`src/rtl/sdram_cpu_bridge.sv`:
```
// 65C02 bus to SDRAM user-port bridge: synchronizes phi2, issues one 16-bit word request per selected CPU cycle, stalls via RDY.
// Optional one-entry read buffer enabled by defining SDRAM_BRIDGE_READ_CACHE_EN.
module sdram_cpu_bridge #(
  parameter int                        SDR_ADDR_WIDTH = 24,
  parameter logic [SDR_ADDR_WIDTH-1:0] BASE_WORD      = '0
) (
  input  logic                      i_sysclk,
  input  logic                      i_arst_n,
  input  logic                      i_cpu_phi2,
  input  logic                      i_cpu_sel,
  input  logic [15:0]               i_cpu_addr,
  input  logic                      i_cpu_rwb,
  input  logic [7:0]                i_cpu_data,
  output logic [7:0]                o_cpu_data,
  output logic                      o_cpu_rdy,
  output logic                      o_sdr_req,
  output logic                      o_sdr_we,
  output logic [SDR_ADDR_WIDTH-1:0] o_sdr_addr,
  output logic [15:0]               o_sdr_wdata,
  output logic [1:0]                o_sdr_be,
  input  logic                      i_sdr_ack,
  input  logic [15:0]               i_sdr_rdata,
  input  logic                      i_sdr_rvalid
);

  typedef enum logic [1:0] {IDLE, REQ, WAIT_RD, DONE} state_t;

  state_t                    state;
  logic [2:0]                phi_sync;  // [0],[1] synchronizer, [2] edge-detect history
  logic                      phi_rise;
  logic                      phi_fall;
  logic                      byte_hi;
  logic                      read_hit;
  logic [SDR_ADDR_WIDTH-1:0] word_addr;

  assign phi_rise  = phi_sync[1] & ~phi_sync[2];
  assign phi_fall  = ~phi_sync[1] & phi_sync[2];
  assign word_addr = BASE_WORD + SDR_ADDR_WIDTH'(i_cpu_addr[15:1]);

  function automatic logic [7:0] pick_byte(input logic [15:0] word, input logic hi);
    return hi ? word[15:8] : word[7:0];
  endfunction

`ifdef SDRAM_BRIDGE_READ_CACHE_EN
  logic                      cache_valid;
  logic [SDR_ADDR_WIDTH-1:0] cache_addr;
  logic [15:0]               cache_data;
  logic                      word_match;
  logic                      rd_complete;

  assign word_match  = cache_valid && (cache_addr == word_addr);
  assign read_hit    = word_match && i_cpu_rwb;
  assign rd_complete = ((state == REQ) && i_sdr_ack && i_sdr_rvalid && !o_sdr_we) ||
                       ((state == WAIT_RD) && i_sdr_rvalid);

  always_ff @(posedge i_sysclk or negedge i_arst_n) begin
    if (!i_arst_n) begin
      cache_valid <= 1'b0;
      cache_addr  <= '0;
      cache_data  <= '0;
    end else if (rd_complete) begin
      cache_valid <= 1'b1;
      cache_addr  <= o_sdr_addr;
      cache_data  <= i_sdr_rdata;
    end else if (state == IDLE && phi_rise && i_cpu_sel && !i_cpu_rwb && word_match) begin
      // Keep the buffer coherent with the byte the CPU is writing.
      if (i_cpu_addr[0]) cache_data[15:8] <= i_cpu_data;
      else               cache_data[7:0]  <= i_cpu_data;
    end
  end
`else
  assign read_hit = 1'b0;
`endif

  // NOTE: non-blocking assignments so every flop samples pre-edge values, independent of statement order.
  always_ff @(posedge i_sysclk or negedge i_arst_n) begin
    if (!i_arst_n) begin
      phi_sync    <= '0;
      state       <= IDLE;
      byte_hi     <= 1'b0;
      o_cpu_data  <= 8'h00;
      o_cpu_rdy   <= 1'b1;
      o_sdr_req   <= 1'b0;
      o_sdr_we    <= 1'b0;
      o_sdr_addr  <= '0;
      o_sdr_wdata <= '0;
      o_sdr_be    <= '0;
    end else begin
      phi_sync <= {phi_sync[1:0], i_cpu_phi2};
      case (state)
        IDLE: begin
          if (phi_rise && i_cpu_sel) begin
            byte_hi <= i_cpu_addr[0];
            if (read_hit) begin
              o_cpu_data <= pick_byte(
`ifdef SDRAM_BRIDGE_READ_CACHE_EN
                                      cache_data,
`else
                                      16'h0000,
`endif
                                      i_cpu_addr[0]);
              state      <= DONE;
            end else begin
              o_cpu_rdy   <= 1'b0;
              o_sdr_req   <= 1'b1;
              o_sdr_we    <= ~i_cpu_rwb;
              o_sdr_addr  <= word_addr;
              o_sdr_wdata <= {i_cpu_data, i_cpu_data};
              o_sdr_be    <= {i_cpu_addr[0], ~i_cpu_addr[0]};
              state       <= REQ;
            end
          end
        end
        REQ: begin
          if (i_sdr_ack) begin
            o_sdr_req <= 1'b0;
            if (o_sdr_we) begin
              o_cpu_rdy <= 1'b1;
              state     <= DONE;
            end else if (i_sdr_rvalid) begin
              // Ack and data in the same cycle: finish the read now.
              o_cpu_data <= pick_byte(i_sdr_rdata, byte_hi);
              o_cpu_rdy  <= 1'b1;
              state      <= DONE;
            end else begin
              state <= WAIT_RD;
            end
          end
        end
        WAIT_RD: begin
          if (i_sdr_rvalid) begin
            o_cpu_data <= pick_byte(i_sdr_rdata, byte_hi);
            o_cpu_rdy  <= 1'b1;
            state      <= DONE;
          end
        end
        DONE: begin
          o_cpu_rdy <= 1'b1;
          if (phi_fall) state <= IDLE;
        end
        default: state <= IDLE;
      endcase
    end
  end

endmodule

```
`config.mk`:
```
export PLATFORM = sky130hd
export DESIGN_NAME = sdram_cpu_bridge
export DESIGN_NICKNAME = d
export VERILOG_FILES = /design/src/rtl/sdram_cpu_bridge.sv
export SDC_FILE = /design/constraint.sdc
export NUM_CORES = 1
export LEC_CHECK = 0
export ABC_CLOCK_PERIOD_IN_PS = 1740
export CORE_ASPECT_RATIO = 0.7
export CORE_UTILIZATION = 35
export DETAILED_ROUTE_END_ITERATION = 12
export GPL_TIMING_DRIVEN = 0
export PLACE_DENSITY = 0.81
export SLEW_MARGIN = 20
export SYNTH_ARGS = -nofsm -noshare
export SYNTH_HDL_FRONTEND = slang
export SYNTH_SLANG_ARGS = --single-unit
```
`constraint.sdc`:
```
create_clock -name i_sysclk -period 1.74 [get_ports i_sysclk]
set_clock_uncertainty 0.15 [all_clocks]
set_input_delay 0.435 -clock i_sysclk [delete_from_list [all_inputs] [get_ports i_sysclk]]
set_output_delay 0.435 -clock i_sysclk [all_outputs]
set_load 0.005 [all_outputs]
```
==> impl_metrics.yaml <==
critical_path:
  cpPeakStageDelay_ns: 0.40
  cp.required_ns: 1.77
  r2r-end: "state[1]$_DFFE_PN0P_"
  start_kind: "flop"
  cp.arrival_ns: 1.70
  path_class: "reg2reg"
  crit_path_start: "state[1]$_DFFE_PN0P_"
  r2r_slack_ns: 0.07
  crit_chain: "inv_2 > ha_2 > nor2b_2 > a21oi_2 > nand3_1 > mux2_2"
  rr_worst_depth: 6
  path_buf_inv: 1
  slowest_stage: "dfrtp_1"
  end_kind: "flop"
  reg2reg_from: "state[1]$_DFFE_PN0P_"
  worstSetupPathDepth: 6
  crit_fanout: 3
  critPathTopFamily: "flip-flops"
  cp-endpoint: "state[1]$_DFFE_PN0P_"
pwr:
  powerDensity_mw_per_mm2: 1489
  fin_total_pwr_mw: 4.829
  peakVddDrop_mv: 0.7387
  p_leak_nw: 1.750
placed_design:
  globalplace.congestion: 0.7385
  hpwl_mm: 3.072
  dp_slack_ns: -0.3147
  place.port_buffers: 90
synthesis:
  synthesis.area_sq_mm: 0.001933
  ys_seq_area_frac: 0.5314
  syn_inst: 147
  postSynthAreaPerCell_sq_um: 13.15
  ys_ff_latch: 41
  async_flop_share: 1.000
  ys_warn_count: 0
  synth_cell_type_count: 26
  synth_edf_count: 0
  synth-main-ff-cell: "dfrtp_1"
timing:
  fin_ws_ns: 0.06817
  setup_viol: 0
  slew_viol_final: 0
  min_period_over_period: 0.9608
  hold_viol: 0
  rsz0062_at_grt: "yes"
  period_needed_ns: 1.672
  fmax_mhz: 598.1
finish:
  diodes: 0
  layout_commonest_cell: "clkdlybuf4s50_1"
  final_cell_mix: "clkdlybuf4s50_1 (45), dfrtp_1 (40), buf_4 (37)"
  layout.nets: 324
  area_delta_synth_final_pct: 67.77
  drive_gt1_frac: 0.3077
clocking:
  cts_inserted_buffers: 5
  cts_tree: "built"
  cts_sinks: 41
  clock-root-buffer: "clkbuf_8"
  clk_pin_slew_ns: 0.08
  htree_levels: 2
  worstSkewPairLatency_ns: 0.29
  clk_path_buf_depth: 2
flow_run:
  drv_cap: 0
die:
  dieWidth_um: 90.83
  num_rows: 22
  die_area_sq_mm: 0.005829
  core-area_sq_mm: 0.005285
  io_pins: 100
  start_util: 0.3658
  fp.dieH_um: 64.18
global_routing:
  grt_pass1_vias: 1460
  grt_pass1_wl_mm: 6.582
  antenna_found_initial: 0
  gr-total-overflow: 0
  grt_max_degree: 24
  grtUsageTotal: 0.1446
worst_hold_path:
  holdPathStages: 0
  hold_class: "reg2reg"
detailed_routing:
  drc: 0
  routed_wl_mm: 4.050
  drt-initial-drc-count: 40
  drt_first_pass_iters: 2
  routedWlPerCell_um: 11.74
  vias: 1464
  routed_via_density: 4.243
  antenna_left: 0
status:
  status: "completed"
==> layer usage <==
layer	wire length, um	part of all wire	global-route usage
met2	1828	0.45	0.2320
met1	1785	0.44	0.1773
met5	0	0	0
met4	22	0.0054	0.04167
met3	412	0.10	0.06310
==> worst min-delay path by stage <==
stage | startpoint | end | slack (ns)
3_3_place_gp | phi_sync[0]$_DFF_PN0_ | phi_sync[1]$_DFF_PN0_ | 0.18
2_1_floorplan | i_arst_n | o_cpu_data[0]$_DFFE_PN0P_ | -0.01
5_1_grt | phi_sync[0]$_DFF_PN0_ | phi_sync[1]$_DFF_PN0_ | 0.25
3_5_place_dp | phi_sync[0]$_DFF_PN0_ | phi_sync[1]$_DFF_PN0_ | 0.20
4_1_cts | phi_sync[0]$_DFF_PN0_ | phi_sync[1]$_DFF_PN0_ | 0.22
6_report | phi_sync[0]$_DFF_PN0_ | phi_sync[1]$_DFF_PN0_ | 0.22
==> registers in the layout, indices dropped and copies added (netlist names) <==
name         flops
o_sdr_req        1
state            2
o_sdr_wdata      8
o_cpu_data       8
o_cpu_rdy        1
o_sdr_we         1
o_sdr_be         2
o_sdr_addr      15
phi_sync         3
==> final cells by class <==
| type | count | area (sq um) |
|---|---|---|
| flip-flops and latches | 41 | 1027 |
| fillers | 455 | 2042 |
| clock buffers | 7 | 96.34 |
| plain buffers | 22 | 170.2 |
| well taps | 72 | 90.09 |
| repair buffers | 110 | 1066 |
| clock inverters | 1 | 5.005 |
| multi-input cells | 87 | 769.5 |
| inverters | 5 | 18.77 |
==> cells by family after synthesis <==
| group | share of synthesized area |
|---|---|
| flops | 0.5314 |
| mux | 0.2285 |
| buf+inv | 0.09644 |
| simple gates | 0.06149 |
| compound gates | 0.04790 |
| fa+ha+maj | 0.03236 |
| other cells | 0.001940 |
==> timing repair <==
item,CTS,global route
hold endpoints to repair,18,0
gates resized for setup,32,22
pin swaps,1,0
endpoints found under the setup margin,59,47
hold buffers,1,0
buffers inserted,12,6
==> power breakdown <==
part / internal [mW] / switching [mW]
clock network: 0.358 / 0.306
registers: 1.41 / 0.245
logic: 1.65 / 0.856
total: 3.42 / 1.41
==> synth_stat cells (2+ instances only) <==
| cell type | instances | area share |
|---|---|---|
| buf_4 | 18 | 0.070 |
| o21ai_0 | 12 | 0.031 |
| mux2_2 | 9 | 0.052 |
| mux2i_1 | 10 | 0.052 |
| ha_1 | 5 | 0.032 |
| mux2_4 | 16 | 0.12 |
| nor2_1 | 3 | 0.0058 |
| nand2_1 | 11 | 0.021 |
| dfrtp_1 | 40 | 0.52 |
| buf_6 | 2 | 0.012 |
| nand2b_1 | 2 | 0.0065 |
| inv_1 | 5 | 0.0097 |
==> worst reg2reg max path, cell delays in order (launching register included) <==
cell and delay [ns]:
dfrtp_1 0.40, inv_2 0.11, ha_2 0.20, nor2b_2 0.18, a21oi_2 0.06, nand3_1 0.13, mux2_2 0.34
==> stage by stage <==
stage	hold WS (ns)	std cells	TNS (ns)	util	instance area, sq um
finish	0.2150	345	0	0.6136	3243
global route	0.2470	345	-0.07722	0.6136	3243
CTS	0.2153	339	0	0.5952	3146
detailed placement	0.1965	318	-8.073	0.5632	2977
global placement	0.1826	317	-46.63	0.5589	2954
floorplan	-0.01059	155	0	-	1963
No activity file was read; power rests on OpenSTA's default activity.
